==> config.mk <==
export PLATFORM = sky130hd
export DESIGN_NAME = mem_port_arbiter
export DESIGN_NICKNAME = d
export VERILOG_FILES = /design/src/rtl/mem_port_arbiter.sv
export SDC_FILE = /design/constraint.sdc
export NUM_CORES = 1
export LEC_CHECK = 0
export BUFFER_PORTS_ARGS = -buffer_cell sky130_fd_sc_hd__buf_4
export CORE_AREA = 2 2 119 121
export CTS_BUF_LIST = sky130_fd_sc_hd__clkbuf_4
export CTS_CLUSTER_SIZE = 20
export DETAILED_ROUTE_END_ITERATION = 6
export DIE_AREA = 0 0 121 123
export HOLD_SLACK_MARGIN = 0.06
export PLACE_DENSITY = 0.88
export REMOVE_ABC_BUFFERS = 1
export SYNTH_ARGS = -nofsm -noshare
export SYNTH_HDL_FRONTEND = slang
export SYNTH_SLANG_ARGS = --single-unit
==> constraint.sdc <==
create_clock -name clk -period 5.1 [get_ports clk]
set_clock_uncertainty 0.15 [all_clocks]
set_input_delay 0.51 -clock clk [delete_from_list [all_inputs] [get_ports clk]]
set_output_delay 0.51 -clock clk [all_outputs]
set_load 0.05 [all_outputs]
==> src/rtl/mem_port_arbiter.sv <==
// Round-robin arbiter that shares one backing-memory port between the I-cache and D-cache.
// It allows one outstanding transaction at a time and aborts a transaction when the memory ack times out.
module mem_port_arbiter #(
    parameter int          ADDR_W  = 32,
    parameter int          DATA_W  = 32,
    parameter int unsigned TIMEOUT = 255
) (
    input  logic              clk,
    input  logic              rst,
    input  logic              i_valid,
    input  logic [ADDR_W-1:0] i_addr,
    input  logic              i_write_enabled,
    input  logic [DATA_W-1:0] i_w_data,
    output logic [DATA_W-1:0] i_r_data,
    output logic [1:0]        i_status,
    input  logic              d_valid,
    input  logic [ADDR_W-1:0] d_addr,
    input  logic              d_write_enabled,
    input  logic [DATA_W-1:0] d_w_data,
    output logic [DATA_W-1:0] d_r_data,
    output logic [1:0]        d_status,
    output logic              mem_req,
    output logic              mem_we,
    output logic [ADDR_W-1:0] mem_addr,
    output logic [DATA_W-1:0] mem_wdata,
    input  logic              mem_ack,
    input  logic [DATA_W-1:0] mem_rdata,
    output logic              busy,
    output logic              grant_d
);
    localparam int CNT_W = (TIMEOUT < 2) ? 1 : $clog2(TIMEOUT);
    localparam logic [CNT_W-1:0] CNT_LAST = (TIMEOUT == 0) ? '0 : CNT_W'(TIMEOUT - 1);

    typedef enum logic [1:0] {IDLE, REQ, RESP_OK, RESP_ERR} state_t;

    state_t             state, state_nxt;
    logic               last_d;
    logic               pick_d;
    logic [CNT_W-1:0]   cnt;
    logic [ADDR_W-1:0]  lat_addr;
    logic               lat_we;
    logic [DATA_W-1:0]  lat_wdata;
    logic [1:0]         resp_code;

    always_ff @(posedge clk or negedge rst) begin
        if (!rst) state <= IDLE;
        else      state <= state_nxt;
    end

    always_comb begin
        state_nxt = state;
        // When both sides request, the grant goes to the side that did not win last time.
        pick_d    = d_valid && (!i_valid || !last_d);
        case (state)
            IDLE:     if (i_valid || d_valid) state_nxt = REQ;
            REQ: begin
                if (mem_ack)                                  state_nxt = RESP_OK;
                else if (TIMEOUT != 0 && cnt == CNT_LAST)     state_nxt = RESP_ERR;
            end
            RESP_OK,
            RESP_ERR: state_nxt = IDLE;
            default:  state_nxt = IDLE;
        endcase
    end

    always_comb begin
        busy      = (state != IDLE);
        mem_req   = (state == REQ);
        mem_we    = mem_req & lat_we;
        mem_addr  = mem_req ? lat_addr  : '0;
        mem_wdata = mem_req ? lat_wdata : '0;
        resp_code = (state == RESP_OK) ? 2'b10 : 2'b11;
        i_status  = '0;
        d_status  = '0;
        // Status is gated by reset so it drops together with the state register.
        if (rst) begin
            i_status = {1'b0, i_valid};
            d_status = {1'b0, d_valid};
            if (state == RESP_OK || state == RESP_ERR) begin
                if (grant_d) d_status = resp_code;
                else         i_status = resp_code;
            end
        end
    end

    always_ff @(posedge clk or negedge rst) begin
        if (!rst) begin
            last_d    <= 1'b1;
            grant_d   <= 1'b0;
            cnt       <= '0;
            lat_addr  <= '0;
            lat_we    <= 1'b0;
            lat_wdata <= '0;
            i_r_data  <= '0;
            d_r_data  <= '0;
        end else begin
            case (state)
                IDLE: begin
                    if (i_valid || d_valid) begin
                        grant_d   <= pick_d;
                        lat_addr  <= pick_d ? d_addr          : i_addr;
                        lat_we    <= pick_d ? d_write_enabled : i_write_enabled;
                        lat_wdata <= pick_d ? d_w_data        : i_w_data;
                        cnt       <= '0;
                    end
                end
                REQ: begin
                    if (mem_ack) begin
                        cnt <= '0;
                        if (!lat_we) begin
                            if (grant_d) d_r_data <= mem_rdata;
                            else         i_r_data <= mem_rdata;
                        end
                    end else if (state_nxt == RESP_ERR) begin
                        cnt <= '0;
                        if (grant_d) d_r_data <= '0;
                        else         i_r_data <= '0;
                    end else begin
                        cnt <= cnt + CNT_W'(1);
                    end
                end
                RESP_OK,
                RESP_ERR: last_d <= grant_d;
                default: ;
            endcase
        end
    end
endmodule

==> insert_results.sql, run 1 <==
INSERT INTO impl_metrics (metric_group, metric, value, unit) VALUES
('power', 'power.combinational.fraction', '0.548', ''),
('floorplanning', 'floorplan.die.height', '123', 'µm'),
('floorplanning', 'start_util', '0.4800', ''),
('worst_setup_path', 'ff2ff_path_depth', '6', ''),
('logic_synthesis', 'netlist_top_cells_area', 'dfrtp_1 (54%), mux2i_1 (10%), a32o_1 (9.8%)', ''),
('logic_synthesis', 'synth_top_area_frac', '0.5362', ''),
('clock_network', 'cts_resized', '0', ''),
('final_layout', 'net_total_in_the_final_layout', '1062', ''),
('final_layout', 'drive_gt1_frac', '0.3907', ''),
('logic_synthesis', 'synth-main-ff-cell', 'dfrtp_1', ''),
('clock_network', 'clkTransAtPathRegs', '0.13', 'ns'),
('clock_network', 'clk_path_buf_depth', '2', ''),
('logic_synthesis', 'synth_cell_type_count', '41', ''),
('logic_synthesis', 'yosysWarningCount', '0', ''),
('worst_setup_path', 'crit_path_start', 'state[1]', ''),
('final_layout', 'diodes', '0', ''),
('global_routing', 'grt_max_degree', '96', ''),
('timing', 'tightest_slew', '0.9053', 'ns'),
('clock_network', 'root_driver', 'clkbuf_4', ''),
('power', 'seq_power_share', '0.327', ''),
('clock_network', 'cts-buffers-inserted', '17', ''),
('routing', 'route.vias.total', '5856', ''),
('logic_synthesis', 'synth_edf_count', '0', ''),
('logic_synthesis', 'leading_area_contributor_after_synthesis', 'dfrtp_1', ''),
('power', 'switching_power', '0.002815', 'W'),
('worst_setup_path', 'timing.critical_path.arrival', '2.38', 'ns'),
('worst_setup_path', 'ff2ff_setup_slack', '2.23', 'ns'),
('clock_network', 'insertion_delay', '0.52', 'ns'),
('status', 'status', 'complete, no violations', ''),
('clock_network', 'cts.sinks', '141', ''),
('routing', 'post_drt_via_cell_ratio', '5.392', ''),
('clock_network', 'holdBufCountCts', '35', ''),
('routing', 'first_iter_violations', '630', ''),
('logic_synthesis', 'postSynthRegisterBits', '141', ''),
('logic_synthesis', 'syn-mean-instance-area', '11.30', 'µm²'),
('global_routing', 'grt_usage', '0.2570', ''),
('power', 'leakage', '4.684', 'nW'),
('worst_setup_path', 'worstPathRequired', '4.44', 'ns'),
('timing', 'grt_setup_unrepaired', 'no', ''),
('final_layout', 'layout-area-overhead-vs-synth', '44.50', '%'),
('power', 'power.density', '604.3', 'mW/mm²'),
('routing', 'drtAntennaViolNets', '0', ''),
('global_routing', 'vias_in_the_first_global_route', '5733', ''),
('timing', 'final.setup.tns', '0', 'ns'),
('timing', 'worst_slew_margin_rel', '0.3942', ''),
('floorplanning', 'num_io_pins', '303', ''),
('floorplanning', 'fp.dieW', '121', 'µm'),
('worst_setup_path', 'critical_path.startpoint_type', 'flop', ''),
('timing', 'layout_min_cycle_time', '3.035', 'ns'),
('power', 'clock_power_share', '0.125', ''),
('placement', 'dp_slack', '2.313', 'ns'),
('timing', 'timing.final.setup_violations', '0', ''),
('clock_network', 'cts_setup_buffers', '0', ''),
('clock_network', 'clock_tree_from_tritoncts', 'yes', ''),
('worst_setup_path', 'worst-path-max-fanout', '67', ''),
('placement', 'place.detailed.hpwl', '13360', 'µm'),
('worst_setup_path', 'crit_end', 'mem_addr[29]', ''),
('floorplanning', 'coreArea', '0.01361', 'mm²'),
('floorplanning', 'design.die.area', '0.01488', 'mm²'),
('timing', 'max_freq', '329.5', 'MHz'),
('worst_setup_path', 'regToRegStartpoint', 'state[1]', ''),
('routing', 'drtPass1Iterations', '5', ''),
('timing', 'finalCritPeriodShare', '0.5952', ''),
('timing', 'fin_ws', '2.065', 'ns'),
('logic_synthesis', 'synth.cell_area', '0.006534', 'mm²'),
('power', 'vdd.ir_drop.worst', '0.3326', 'mV'),
('logic_synthesis', 'ys_seq_area_frac', '0.5402', ''),
('placement', 'gp_weighted_congestion', '0.8358', ''),
('logic_synthesis', 'syn-instance-count', '578', ''),
('floorplanning', 'floorplan.rows', '43', ''),
('routing', 'wl_per_cell', '17.99', 'µm');
state kept, by name, indices dropped and copies added, names as in the netlist:
register and cells:
lat_we 1, lat_addr 32, i_r_data 32, lat_wdata 32, grant_d 1, state 2
d_r_data 32, cnt 8, last_d 1
cells in the mapped netlist (all sizes together), types with 2 or more instances:
master and count:
nand2 71, dfrtp 140, nor2 13, nor3b 2
a32o 64, xnor2 5, nor3 3, inv 5
buf 33, nand3 2, a211o 2, nand2b 2
o21ai 71, mux2i 66, a21oi 3, and2 66
clkbuf 16, ha 2, o2bb2ai 2
cells in the final DEF, fill, tap and decap left out, types with 2 or more instances in the layout:
cell,netlist,final
mux2i_1,66,66
and2_1,66,66
buf_4,1,308
a32o_1,64,64
inv_6,0,2
inv_1,4,4
nor3_1,2,2
ha_1,2,2
clkinv_2,0,4
nand3_1,2,2
clkinvlp_4,0,4
dfrtp_1,140,140
bufinv_16,0,2
nor2_1,12,12
dlygate4sd3_1,0,35
o21ai_0,68,68
a21oi_1,3,3
clkbuf_4,0,18
o2bb2ai_1,2,2
o21ai_4,1,2
nand2_1,71,71
clkinv_4,0,2
xnor2_1,5,5
a211o_1,2,2
critical path, cell delays in order (launching register included):
cell,delay [ns]
dfrtp_1,0.48
nand2b_4,0.20
inv_2,0.65
and2_1,0.27
buf_4,0.21
worst min-delay path by stage:
stage / cells past startpoint / to / slack (ns) / from
after global routing: 3 / lat_addr[14] / 0.07 / d_addr[14]
after global placement: 2 / lat_wdata[22] / 0.30 / lat_wdata[22]
after detailed placement: 2 / lat_addr[26] / 0.31 / lat_addr[26]
after floorplan: 0 / cnt[0] / 0.06 / rst
final: 3 / lat_addr[22] / 0.11 / i_addr[22]
after CTS: 3 / lat_addr[15] / 0.06 / i_addr[15]
per-stage QoR:
step	cell area (µm²)	hold slack (ns)	instances	util	total power (W)
2_1_floorplan	6218	0.06441	529	-	0.003945
3_3_place_gp	8811	0.3023	1019	0.6473	0.004885
3_5_place_dp	8811	0.3121	1019	0.6473	0.004960
4_1_cts	9442	0.06072	1086	0.6936	0.005690
5_1_grt	9442	0.07113	1086	0.6936	0.005971
6_report	9442	0.1127	1086	0.6936	0.005706
power groups by stage:
stage / Sequential [W] / Clock [W] / Combinational, W
after floorplan: 0.00269 / 0 / 0.00126
after global routing: 0.00191 / 0.000783 / 0.00327
final: 0.00187 / 0.000713 / 0.00312
after CTS: 0.00185 / 0.000733 / 0.00311
after detailed placement: 0.00187 / 0 / 0.00309
after global placement: 0.00185 / 0 / 0.00304
layout make-up:
cell class / instances / area (µm²)
clock inverters: 14 / 145.1
flip-flops and latches: 141 / 3530
clock buffers: 18 / 135.1
multi-input cells: 383 / 2694
fillers: 1005 / 4170
well taps: 180 / 225.2
repair buffers: 345 / 2694
inverters: 5 / 18.77
kinds of logic (layout without fill, tap and decap cells):
group | after synthesis | in the layout | synth area share
flip-flops | 141 | 141 | 0.5402
XOR/XNOR | 5 | 5 | 0.006702
adder cells (fa/ha/maj) | 2 | 2 | 0.003829
AO/OA/AOI/OAI | 144 | 144 | 0.1649
multiplexers | 66 | 66 | 0.1011
AND/OR/NAND/NOR | 166 | 166 | 0.1321
buffers and inverters | 54 | 382 | 0.05113
metal layers:
| metal | vias up | global-route usage | part of all wire |
|---|---|---|---|
| li1 | 2710 | - | - |
| met1 | 2790 | 0.3022 | 0.38 |
| met4 | 0 | 0.1134 | 0.031 |
| met2 | 309 | 0.4421 | 0.51 |
| met3 | 47 | 0.07057 | 0.081 |
| met5 | - | 0 | 0 |
Note: power is estimated with default switching activity, not from simulation.
==> inputs of run 2 (changes only) <==
Settings changed: CORE_AREA 2 2 119 121 to default, CORE_UTILIZATION from default to 44, DIE_AREA 0 0 121 123 to default, PLACE_DENSITY 0.88 to 0.85.
Clock period 5.1 ns to 2.7 ns, I/O delays scaled along.
==> run 2 against run 1 <==
- cell count rose by 13%
- first-iteration DRC count fell by 43%
- hold slack improved by 0.024 ns
- flip-flop and latch count did not move
- setup slack got worse by 1.9 ns
- register-to-register slack got worse by 2.0 ns
- combinational power rose by 100%
- sequential share of layout area fell by 4.8 points
- critical endpoint is now lat_addr[28]
- highest routed layer unchanged
==> insert_results.sql, run 2 (synthesis gave the netlist of run 1 again) <==
INSERT INTO impl_metrics (metric_group, metric, value, unit) VALUES
('worst_setup_path', 'cpPeakStageDelay', '0.56', 'ns'),
('job', 'cap_violations', '0', ''),
('placement', 'placement.cell_area', '0.008843', 'mm²'),
('routing', 'post_drt_via_cell_ratio', '5.371', ''),
('global_routing', 'gr-usage-met3', '0.08059', ''),
('routing', 'detail_route.drc_violations', '0', ''),
('clock_network', 'cts.sinks', '141', ''),
('final_layout', 'mostFrequentLayoutCells', 'buf_4 (308), dlygate4sd3_1 (168), dfrtp_1 (140)', ''),
('timing', 'layout_min_cycle_time', '2.515', 'ns'),
('worst_setup_path', 'timing.critical_path.arrival', '2.73', 'ns'),
('power', 'power.density', '1039', 'mW/mm²'),
('global_routing', 'grt_most_used_layer', 'met2', ''),
('power', 'vdd.ir_drop.worst', '0.5152', 'mV'),
('final_layout', 'drive_gt1_frac', '0.3413', ''),
('worst_setup_path', 'crit_slowest_cell', 'dlygate4sd3_1', ''),
('clock_network', 'clock_tree_from_tritoncts', 'yes', ''),
('worst_setup_path', 'crit_path_start', 'i_valid', ''),
('final_layout', 'fillers', '901', ''),
('final_layout', 'seqCellArea', '0.003530', 'mm²'),
('timing', 'final-max-slew-violation-count', '0', ''),
('clock_network', 'root_driver', 'clkbuf_4', ''),
('timing', 'finalCritPeriodShare', '0.9316', ''),
('routing', 'route.vias.total', '6579', ''),
('worst_setup_path', 'cp_cell_sequence', 'dlygate4sd3_1 -> buf_4 -> a21boi_4 -> buf_12 -> buf_4 -> mux2i_1 -> dlygate4sd3_1 -> o21ai_0', ''),
('final_layout', 'layout-area-overhead-vs-synth', '65.61', '%'),
('global_routing', 'met2_usage', '0.4885', ''),
('placement', 'place.detailed.hpwl', '12190', 'µm'),
('placement', 'port_buffers', '302', ''),
('timing', 'timing.final.setup_violations', '0', ''),
('global_routing', 'grt_max_degree', '142', ''),
('clock_network', 'clk_path_buf_depth', '2', ''),
('global_routing', 'first_pass_grt_wire_length', '33200', 'µm'),
('status', 'status', 'complete, no violations', ''),
('global_routing', 'grt_antenna_before_repair', '1', ''),
('global_routing', 'grt_usage', '0.2881', ''),
('final_layout', 'net_total_in_the_final_layout', '1197', ''),
('placement', 'gp_weighted_congestion', '0.8202', ''),
('final_layout', 'finalCoreUtilization', '0.7445', ''),
('timing', 'tightest_slew', '0.8857', 'ns'),
('global_routing', 'vias_in_the_first_global_route', '6695', ''),
('worst_setup_path', 'critPathKind', 'input port to flop', ''),
('worst_setup_path', 'worstPathRequired', '2.91', 'ns'),
('floorplanning', 'floorplan.rows', '44', ''),
('timing', 'grt_setup_unrepaired', 'no', ''),
('floorplanning', 'start_util', '0.4496', ''),
('worst_setup_path', 'regToRegStartpoint', 'last_d', ''),
('floorplanning', 'design.die.area', '0.01534', 'mm²'),
('worst_hold_path', 'worstHoldPathType', 'input port to flop', ''),
('worst_setup_path', 'worst-path-max-fanout', '60', ''),
('timing', 'final-hold-violation-count', '0', ''),
('floorplanning', 'fp.dieW', '123.9', 'µm'),
('routing', 'drtAntennaViolNets', '0', ''),
('worst_setup_path', 'critical_path.startpoint_type', 'input port', ''),
('final_layout', 'final_common_cell', 'buf_4', ''),
('global_routing', 'grt_overflow', '0', ''),
('floorplanning', 'num_io_pins', '303', ''),
('clock_network', 'insertion_delay', '0.50', 'ns'),
('worst_setup_path', 'kind_of_capture_point_of_the_worst_setup_path', 'flop', ''),
('clock_network', 'cts-buffers-inserted', '17', ''),
('floorplanning', 'floorplan.die.height', '123.9', 'µm'),
('routing', 'first_iter_violations', '357', ''),
('worst_setup_path', 'ff2ff_path_depth', '6', ''),
('final_layout', 'area_used_by_multi_input_combinational_logic', '0.002694', 'mm²'),
('clock_network', 'clkTransAtPathRegs', '0.13', 'ns'),
('routing', 'postRouteWirelength', '22430', 'µm'),
('global_routing', 'grt_use_met1', '0.3170', ''),
('timing', 'worst_slew_margin_rel', '0.4073', ''),
('routing', 'wl_per_cell', '18.31', 'µm'),
('floorplanning', 'coreArea', '0.01453', 'mm²'),
('worst_hold_path', 'hold_path_depth', '5', ''),
('worst_hold_path', 'hold_path.startpoint', 'd_valid', ''),
('routing', 'drtPass1Iterations', '5', ''),
('power', 'leakage', '5.265', 'nW'),
('timing', 'max_freq', '397.6', 'MHz'),
('clock_network', 'ctsHtreeMaxLevel', '4', ''),
('final_layout', 'post-route-cell-area', '0.01082', 'mm²');
[run 2: cell count changes in the layout (fill, tap and decap cells not counted), sizes merged]
cell	delta
buf	+2
bufinv	+1
clkbuf	+1
clkinv	-1
clkinvlp	-1
diode	+1
dlygate4sd3	+133
inv	-1
[run 2: timing repair]
item                                    4_1_cts  5_1_grt
endpoints found under the setup margin        0       25
endpoints found under the hold margin       275        0
gates resized for setup                       0        1
setup buffers                                 0        0
hold buffers                                168        0
[run 2: through the flow]
stage / std cells / setup slack [ns] / hold WS (ns) / total power [W] / setup TNS [ns]
global route: 1225 / 0.06599 / 0.1130 / 0.01177 / 0
detailed placement: 1025 / 0.5820 / 0.3070 / 0.009379 / 0
finish: 1225 / 0.1847 / 0.1367 / 0.01124 / 0
CTS: 1224 / 0.09306 / 0.07923 / 0.01107 / 0
floorplan: 529 / -3.067 / -0.1756 / 0.007451 / -218.24
global placement: 1025 / 0.6193 / 0.3023 / 0.009241 / 0
[run 2: final timing paths]
path | end | slack (ns)
max | lat_addr[28] | 0.18
min | cnt[3] | 0.14
max reg2reg | lat_addr[28] | 0.25
min reg2reg | lat_addr[17] | 0.33
max in group asynchronous | d_r_data[27] | 1.54
min in group asynchronous | lat_addr[12] | 0.26
[run 2: cell type report]
| type | instances | share of cell area |
|---|---|---|
| repair buffers | 480 | 0.3749 |
| flip-flops and latches | 141 | 0.3262 |
| multi-input cells | 383 | 0.2490 |
| well taps | 184 | 0.02128 |
| clock inverters | 12 | 0.01353 |
| clock buffers | 19 | 0.01318 |
| inverters | 5 | 0.001735 |
| diodes | 1 | 0.0002313 |
[run 2: layer usage]
layer | up-vias | wire length, µm
li1 | 2973 | -
met1 | 3143 | 8237
met2 | 375 | 11220
met3 | 88 | 1844
met4 | 0 | 1129
met5 | - | 0
[run 2: power by group]
part	switching (W)	total [W]	leakage (nW)	internal, W
Clock	0.000748	0.00140	0.154	0.000652
Combinational	0.00412	0.00628	3.35	0.00216
Sequential	0.000569	0.00356	1.76	0.00299
Total	0.00543	0.0112	5.27	0.00581
[run 2: critical path, delay by kind of cell]
family / cells / cell delay, ns
mux: 1 / 0.18
buf+inv: 5 / 1.88
compound gates: 2 / 0.37
